$ cat config.mk
export PLATFORM = sky130hd
export DESIGN_NAME = sync_serial_tx
export DESIGN_NICKNAME = d
export VERILOG_FILES = /design/src/rtl/sync_serial_pkg.sv /design/src/rtl/sync_serial_tick.sv /design/src/rtl/sync_serial_tx.sv
export SDC_FILE = /design/constraint.sdc
export NUM_CORES = 1
export LEC_CHECK = 0
export CAP_MARGIN = 20
export CORE_MARGIN = 2
export CORE_UTILIZATION = 51
export CTS_CLUSTER_DIAMETER = 60
export CTS_CLUSTER_SIZE = 16
export DETAILED_ROUTE_END_ITERATION = 12
export GPL_ROUTABILITY_DRIVEN = 1
export GPL_TIMING_DRIVEN = 0
export MAX_ROUTING_LAYER = met4
export PLACE_DENSITY = 0.78
export SETUP_SLACK_MARGIN = 0.15
export SYNTH_ARGS = -nofsm -noshare
export SYNTH_HDL_FRONTEND = slang
export SYNTH_SLANG_ARGS = --single-unit
export TNS_END_PERCENT = 1
$ cat constraint.sdc
create_clock -name clk -period 2.9 [get_ports clk]
set_clock_uncertainty 0.2 [all_clocks]
set_input_delay 0.725 -clock clk [delete_from_list [all_inputs] [get_ports clk]]
set_output_delay 0.725 -clock clk [all_outputs]
set_load 0.03 [all_outputs]
$ cat src/rtl/sync_serial_pkg.sv
`default_nettype none
// ============================================================================
//  Module   : sync_serial_pkg
//  Purpose  : Shared types and defaults for the three-wire synchronous serial
//             link (data_clk / data_point / Enable). Used by both link ends.
//  Revision : 1.0  initial release
// ============================================================================
package sync_serial_pkg;

    // Width of the link FSM state encoding
    localparam int c_STATE_W = 3;

    // Default frame geometry: 8-bit words, data_clk = clk/4
    localparam int c_DEF_DATA_W  = 8;
    localparam int c_DEF_CLK_DIV = 2;

    // Link FSM states, shared so the receiver can mirror the frame phases
    typedef enum logic [c_STATE_W-1:0] {
        IDLE  = 3'd0,
        LEAD  = 3'd1,
        HIGH  = 3'd2,
        LOW   = 3'd3,
        TRAIL = 3'd4
    } state_t;

endpackage : sync_serial_pkg
`default_nettype wire

$ cat src/rtl/sync_serial_tick.sv
`default_nettype none
// ============================================================================
//  Module   : sync_serial_tick
//  Purpose  : Half-period divider. Counts 0..CLK_DIV-1 and flags the last
//             cycle of each half-period. A synchronous clear restarts the
//             count so every FSM state lasts exactly CLK_DIV cycles.
//  Revision : 1.0  initial release
// ============================================================================
module sync_serial_tick
    import sync_serial_pkg::*;
#(
    parameter int CLK_DIV = c_DEF_CLK_DIV
) (
    input  logic clk,
    input  logic rst,
    input  logic clear,
    output logic tick
);

    // A 1-bit counter is kept for CLK_DIV=1 so the compare stays well formed
    localparam int                 c_CNT_W = (CLK_DIV > 1) ? $clog2(CLK_DIV) : 1;
    localparam logic [c_CNT_W-1:0] c_LAST  = c_CNT_W'(CLK_DIV - 1);

    logic [c_CNT_W-1:0] r_div_cnt;

    // Free-running half-period counter; wraps on tick, restarts on clear
    always_ff @(posedge clk or negedge rst) begin
        if (!rst) begin
            r_div_cnt <= '0;
        end else if (clear || tick) begin
            r_div_cnt <= '0;
        end else begin
            r_div_cnt <= r_div_cnt + 1'b1;
        end
    end

    assign tick = (r_div_cnt == c_LAST);

endmodule : sync_serial_tick
`default_nettype wire

$ cat src/rtl/sync_serial_tx.sv
`default_nettype none
// ============================================================================
//  Module   : sync_serial_tx
//  Purpose  : Transmit end of the synchronous serial link. Accepts a word on
//             a valid/ready handshake and serialises it on data_point with a
//             registered divided clock on data_clk; Enable brackets the frame.
//             Data only changes as data_clk falls, so the far end samples on
//             the rising edge.
//  Revision : 1.0  initial release
// ============================================================================
module sync_serial_tx
    import sync_serial_pkg::*;
#(
    parameter int DATA_W    = c_DEF_DATA_W,
    parameter int CLK_DIV   = c_DEF_CLK_DIV,
    parameter int MSB_FIRST = 1
) (
    input  logic              clk,
    input  logic              rst,
    input  logic [DATA_W-1:0] tx_data,
    input  logic              tx_valid,
    output logic              tx_ready,
    output logic              data_clk,
    output logic              data_point,
    output logic              Enable,
    output logic              busy,
    output logic              done
);

    localparam int                 c_CNT_W = $clog2(DATA_W + 1);
    localparam logic [c_CNT_W-1:0] c_BITS  = c_CNT_W'(DATA_W);

    state_t              r_state;
    state_t              w_state_nxt;
    logic [DATA_W-1:0]   r_shift;
    logic [DATA_W-1:0]   w_shift_nxt;
    logic [DATA_W-1:0]   w_shift_adv;
    logic [c_CNT_W-1:0]  r_bit_cnt;
    logic [c_CNT_W-1:0]  w_bit_cnt_nxt;
    logic [c_CNT_W-1:0]  w_bit_cnt_dec;
    logic                w_tick;
    logic                w_accept;
    logic                w_more;
    logic                w_clear;
    logic                w_dp_nxt;

    logic                r_tx_ready;
    logic                r_data_clk;
    logic                r_data_point;
    logic                r_enable;
    logic                r_busy;
    logic                r_done;

    // Bit presented on the line for a given shift-register image
    function automatic logic head_bit(input logic [DATA_W-1:0] w);
        return (MSB_FIRST != 0) ? w[DATA_W-1] : w[0];
    endfunction

    // r_tx_ready mirrors (r_state == IDLE), so this is the handshake
    assign w_accept      = tx_valid & r_tx_ready;
    assign w_bit_cnt_dec = r_bit_cnt - 1'b1;
    assign w_more        = (w_bit_cnt_dec != '0);
    assign w_shift_adv   = (MSB_FIRST != 0) ? {r_shift[DATA_W-2:0], 1'b0}
                                            : {1'b0, r_shift[DATA_W-1:1]};

    // Divider restarts on accept and on every state change
    assign w_clear = w_accept | (w_state_nxt != r_state);

    sync_serial_tick #(
        .CLK_DIV (CLK_DIV)
    ) u_tick (
        .clk   (clk),
        .rst   (rst),
        .clear (w_clear),
        .tick  (w_tick)
    );

    // State register
    always_ff @(posedge clk or negedge rst) begin
        if (!rst) begin
            r_state <= IDLE;
        end else begin
            r_state <= w_state_nxt;
        end
    end

    // Next-state logic: every non-IDLE state is left on tick
    always_comb begin
        w_state_nxt = r_state;
        case (r_state)
            IDLE:    if (w_accept) w_state_nxt = LEAD;
            LEAD:    if (w_tick)   w_state_nxt = HIGH;
            HIGH:    if (w_tick)   w_state_nxt = w_more ? LOW : TRAIL;
            LOW:     if (w_tick)   w_state_nxt = HIGH;
            TRAIL:   if (w_tick)   w_state_nxt = IDLE;
            default:               w_state_nxt = IDLE;
        endcase
    end

    // Datapath next values: load on accept, shift as data_clk falls into LOW,
    // clear the line as the frame closes
    always_comb begin
        w_shift_nxt   = r_shift;
        w_bit_cnt_nxt = r_bit_cnt;
        w_dp_nxt      = r_data_point;
        case (r_state)
            IDLE: begin
                if (w_accept) begin
                    w_shift_nxt   = tx_data;
                    w_bit_cnt_nxt = c_BITS;
                    w_dp_nxt      = head_bit(tx_data);
                end
            end
            HIGH: begin
                if (w_tick) begin
                    w_bit_cnt_nxt = w_bit_cnt_dec;
                    if (w_more) begin
                        w_shift_nxt = w_shift_adv;
                        w_dp_nxt    = head_bit(w_shift_adv);
                    end
                end
            end
            TRAIL: begin
                if (w_tick) w_dp_nxt = 1'b0;
            end
            default: ;
        endcase
    end

    // Datapath and output flops; outputs follow the state being entered
    always_ff @(posedge clk or negedge rst) begin
        if (!rst) begin
            r_shift      <= '0;
            r_bit_cnt    <= '0;
            r_tx_ready   <= 1'b1;
            r_data_clk   <= 1'b0;
            r_data_point <= 1'b0;
            r_enable     <= 1'b0;
            r_busy       <= 1'b0;
            r_done       <= 1'b0;
        end else begin
            r_shift      <= w_shift_nxt;
            r_bit_cnt    <= w_bit_cnt_nxt;
            r_tx_ready   <= (w_state_nxt == IDLE);
            r_data_clk   <= (w_state_nxt == HIGH);
            r_data_point <= w_dp_nxt;
            r_enable     <= (w_state_nxt != IDLE);
            r_busy       <= (w_state_nxt != IDLE);
            r_done       <= (r_state == TRAIL) && w_tick;
        end
    end

    assign tx_ready   = r_tx_ready;
    assign data_clk   = r_data_clk;
    assign data_point = r_data_point;
    assign Enable     = r_enable;
    assign busy       = r_busy;
    assign done       = r_done;

endmodule : sync_serial_tx
`default_nettype wire

Word-level counts from Yosys, hierarchy flattened
Index checks and enable logic that the tools add are counted.
- flip-flop bits (word level): 20
- input port bits: 11
- logic and storage cells: 54
- output and inout port bits: 6
- mux-type cells: 19
- equal/unequal tests: 10
- reductions and logical operators: 12
- add/sub/neg operators: 2
- bitwise gates (word level): 2
- operator list (cell ; number):
    7-bit 2-to-1 mux ; 3
    3-bit 2-to-1 mux ; 5
    7-bit case mux with 2 select lines ; 1
    3-bit case mux with 4 select lines ; 1
    3-bit by 2-bit == test with 1-bit output (second input constant) ; 3
    4-bit 2-to-1 mux ; 2
    4-bit case mux with 2 select lines ; 1
    3-bit zero test ; 2
    3-bit nonzero test ; 2
    1-bit 2-to-1 mux ; 5
    5-bit AND reduction ; 1
    2-bit by 1-bit inequality test with 1-bit output (second input constant) ; 2
    2-bit inequality test (second input constant) ; 2
    4-bit AND reduction ; 1
    4-bit nonzero test ; 1
    4-bit by 1-bit subtractor with 4-bit output (second input constant) ; 1
    3-bit by 1-bit == test with 1-bit output (second input constant) ; 1
    3-bit == test (second input constant) ; 1
    3-bit inequality test ; 1
    1-bit case mux with 3 select lines ; 1
    3-bit AND reduction ; 1
    2-bit nonzero test ; 1
    2-bit OR reduction ; 1
    1-bit adder (second input constant) ; 1
    4 further kinds ; 4

Logic depth before layout (Yosys ltp)
- depth in word-level cells: 9
- depth in mapped cells: 7
- gate-level depth less buffers: 7

Hierarchy
Synthesis repeated with hierarchy kept, for this count alone.
- cell total of the unflattened synthesis: 93
- area total of the unflattened synthesis: 1058.5 µm²
- by module, submodules not included (module ; area an instance (µm²) ; cells each ; sequential area each (µm²) ; times used):
    sync_serial_tx ; 1029.7 ; 91 ; 476.7 ; 1
    sync_serial_tick ; 28.8 ; 2 ; 25.0 ; 1

Worst setup path before layout
OpenSTA, ideal clock, no wires.
- path type: register -> register
- start: register r_bit_cnt[0]
- end: register r_data_point, in the netlist data_point
- data required time: 2572 ps
- arrival: 1849 ps
- clock period less this slack: 2177 ps
- slack: 723 ps
- cell stages (with the launch flop): 7
- library setup time: 128 ps
- path buffers: 0
- path through: dfrtp_1 inv_1 ha_1 o41ai_1 a21oi_2 nor3_1 mux2_1
- cells in the longest elaborated chain, start to end: 4
- ends and longest elaborated chain (item ; line ; source):
    start, declared ; sync_serial_tx.sv:38 ; logic [c_CNT_W-1:0] r_bit_cnt;
    start signal, assigned ; sync_serial_tx.sv:143 ; r_bit_cnt <= w_bit_cnt_nxt;
    4-bit by 1-bit subtractor with 4-bit output ; sync_serial_tx.sv:61 ; assign w_bit_cnt_dec = r_bit_cnt - 1'b1;
    4-bit nonzero test ; sync_serial_tx.sv:62 ; assign w_more = (w_bit_cnt_dec != '0);
    2-bit inequality test (no line) ; n/a ;
    5-bit AND reduction (no line) ; n/a ;
    end signal, assigned ; sync_serial_tx.sv:146 ; r_data_point <= w_dp_nxt;
    end, declared ; sync_serial_tx.sv:49 ; logic r_data_point;
Every way passes these cells.
A chain may end at the register's enable or synchronous reset.

Final worst setup path
- start: register r_tx_ready, in the netlist tx_ready
- end: output port tx_ready
- RTL lines (item ; line ; source):
    start, declared ; sync_serial_tx.sv:47 ; logic r_tx_ready;
    start signal, assigned ; sync_serial_tx.sv:144 ; r_tx_ready <= (w_state_nxt == IDLE);
    end, declared ; sync_serial_tx.sv:22 ; output logic tx_ready,
No word-level cell between the ends.

==> flow_summary.ini <==
[status]
status = completed

[final_layout]
fin_area_sq_um = 1280
nNetsFinal = 124
diodes = 0
final_cell_mix = dfrtp_1, clkdlybuf4s50_1, o21ai_0
drive_above_1_share_pct = 24.5
area_growth_pct = 23.8
final_common_cell = dfrtp_1
nFillCells = 175

[clock_network]
clock_sinks = 20
cts_buffers = 3
clk_path_buf_depth = 2
clockRootBuffer = clkbuf_4
cts_tree = built
cts_setup_buffers = 0
post_cts_resized = 0
insertion_delay_ns = 0.31
htree_levels = 1
clk_pin_slew_worst_paths_ns = 0.12
ctsHoldBuffers = 0

[min_path]
hold_start = data_point
min_path_type = reg2reg

[logic_synthesis]
synth_top_area_cell = dfrtp_1
syn_nets = 103
mappedNetlistArea_sq_um = 1030
synth_area_leaders = dfrtp_1, mux2_4, mux2_2
synth_top_area_share_pct = 45.9
synthesis.instances = 90
seq_area_frac_synth_pct = 48.5
synth.distinct_cells = 31
yosysWarnings = 0
syn_avg_cell_area_sq_um = 11.5
ys_seq_elements = 20

[grt]
gr-total-overflow = 0
grt_pass1_vias = 699
grt_antenna_before_repair = 0
grt_use_total_pct = 18.1
grt_first_pass_wirelength_mm = 3.19
grt_max_degree = 21

[timing]
finalHoldViolCount = 0
fin_crit_sh_pct = 84.4
rsz0062_at_grt = no
fin_setup_tns_ns = 0
slew_headroom_pct = 41.3
fmax_mhz = 409
slew_violations = 0
min_period_ns = 2.45
worst_pin_slew_ns = 0.878
setup_viol = 0

[drt]
drtIter0Drc = 9
routedWlPerCell_um = 13.4
dr.pass1.iters = 2
post-route-drc-count = 0
antenna_left = 0
via_per_inst = 5.34
wl_mm = 1.84
vias = 731

[power]
p_sw_share_pct = 36.9
pwr-share-seq_pct = 34.0
powerDensity_nw_per_um2 = 1180
ir_drop_mv = 0.760
p_int_mw = 0.952
p_leak_nw = 0.569
comb_power_share_pct = 50.9
p_clk_share_pct = 15.1
power_switching_mw = 0.558

[setup_path]
path_class = reg2out
critical-path-top-delay-family = buffers and inverters
end_kind = output pin
r2r-start = r_bit_cnt[0]
crit_path_start = tx_ready
crit_required_ns = 1.98
cp_max_fo = 3
cp.arrival_ns = 1.52
cpPeakStageDelay_ns = 0.67
critPathBufInv = 1
crit_chain = clkdlybuf4s50_1
cp_slowest_cell = clkdlybuf4s50_1
start_kind = flip-flop

[placed_design]
hpwl_mm = 1.33
place_congestion = 0.809
place_area_sq_um = 1230
port-buffer-count = 16

[die]
start_util_pct = 53.3
core_area_sq_um = 1940
num_rows = 16
dieHeight_um = 49.0
die_width_um = 49.0
fp.dieArea_sq_um = 2410
pin_count = 17

[job]
timing.max_cap.violations = 0
==> synthesized netlist by cell type <==
| cell | n |
|---|---|
| nor3_1 | 4 |
| a311o_2 | 1 |
| nor3b_4 | 1 |
| mux2_2 | 6 |
| mux2_1 | 1 |
| a21oi_1 | 3 |
| nor2_1 | 6 |
| nor4_2 | 1 |
| a22oi_1 | 1 |
| nand3b_1 | 1 |
| o21a_1 | 1 |
| ha_1 | 2 |
| buf_4 | 2 |
| buf_6 | 1 |
| dfstp_2 | 1 |
| and3_2 | 1 |
| o211ai_1 | 1 |
| nand4_1 | 1 |
| o211a_1 | 1 |
| or3_1 | 1 |
| nand2_4 | 1 |
| o21ai_0 | 10 |
| nand3_1 | 4 |
| o41ai_1 | 1 |
| xnor2_1 | 1 |
| nor2_4 | 1 |
| mux2_4 | 6 |
| dfrtp_1 | 19 |
| a21oi_2 | 1 |
| nand2_1 | 3 |
| inv_1 | 6 |
==> sequential cells by signal (all words and copies together) (netlist names) <==
| register | cells |
|---|---|
| r_shift | 7 |
| r_bit_cnt | 4 |
| r_state | 3 |
| busy | 1 |
| data_clk | 1 |
| data_point | 1 |
| done | 1 |
| tx_ready | 1 |
| u_tick.tick | 1 |
==> kinds of logic after synthesis <==
| family | after synthesis | share of synthesized area [%] |
|---|---|---|
| DFF | 20 | 48.5 |
| xor gates and xnor gates | 1 | 0.847 |
| muxes | 13 | 16.3 |
| buffers and inverters | 9 | 4.72 |
| adders and majority gates | 2 | 2.42 |
| and+or+nand+nor | 25 | 15.0 |
| AOI/OAI and AO/OA | 20 | 12.2 |
==> stage by stage <==
step           total power [mW]  hold slack (ns)  std cells  setup slack [ns]  utilization [%]
5_1_grt                    1.62            0.331        137             0.324             66.0
6_report                   1.51            0.303        137             0.452             66.0
4_1_cts                    1.52            0.308        137             0.445             66.0
2_1_floorplan              1.10            0.229         90             0.723                -
3_3_place_gp               1.26            0.275        133             0.234             63.3
3_5_place_dp               1.29            0.280        133             0.220             63.3
==> power groups by stage <==
stage	Clock, mW	Sequential, mW	Combinational [mW]
after global routing	0.240	0.531	0.845
after floorplan	0	0.551	0.548
final	0.228	0.514	0.768
after CTS	0.230	0.512	0.775
after detailed placement	0	0.518	0.774
after global placement	0	0.511	0.749
==> routing by layer <==
metal	vias up	routed length, um	part of all wire [%]	GRT usage, %
met3	5	62	3.4	3.99
li1	360	-	-	-
met1	355	938	51	24.8
met5	-	0	0	-
met2	11	813	44	25.8
met4	0	26	1.4	8.10
==> worst paths after layout <==
kind,cells after the start,end,slack [ns]
setup / recovery,1,tx_ready,0.45
hold reg to reg,1,data_point,0.30
hold / removal,1,data_point,0.30
min in group asynchronous,1,done,0.70
max in group asynchronous,1,data_clk,1.26
setup reg to reg,6,r_shift[3],0.52
==> area by class of cell <==
type	instances	area (sq um)	share of cell area, %
clock buffers	3	22.5	1.76
multi-input cells	61	484	37.8
plain buffers	3	26.3	2.05
well taps	27	33.8	2.64
inverters	6	22.5	1.76
flip-flops and latches	20	502	39.2
repair buffers	16	160	12.5
clock inverters	1	30.0	2.34
Note: power is estimated with default switching activity, not from simulation.
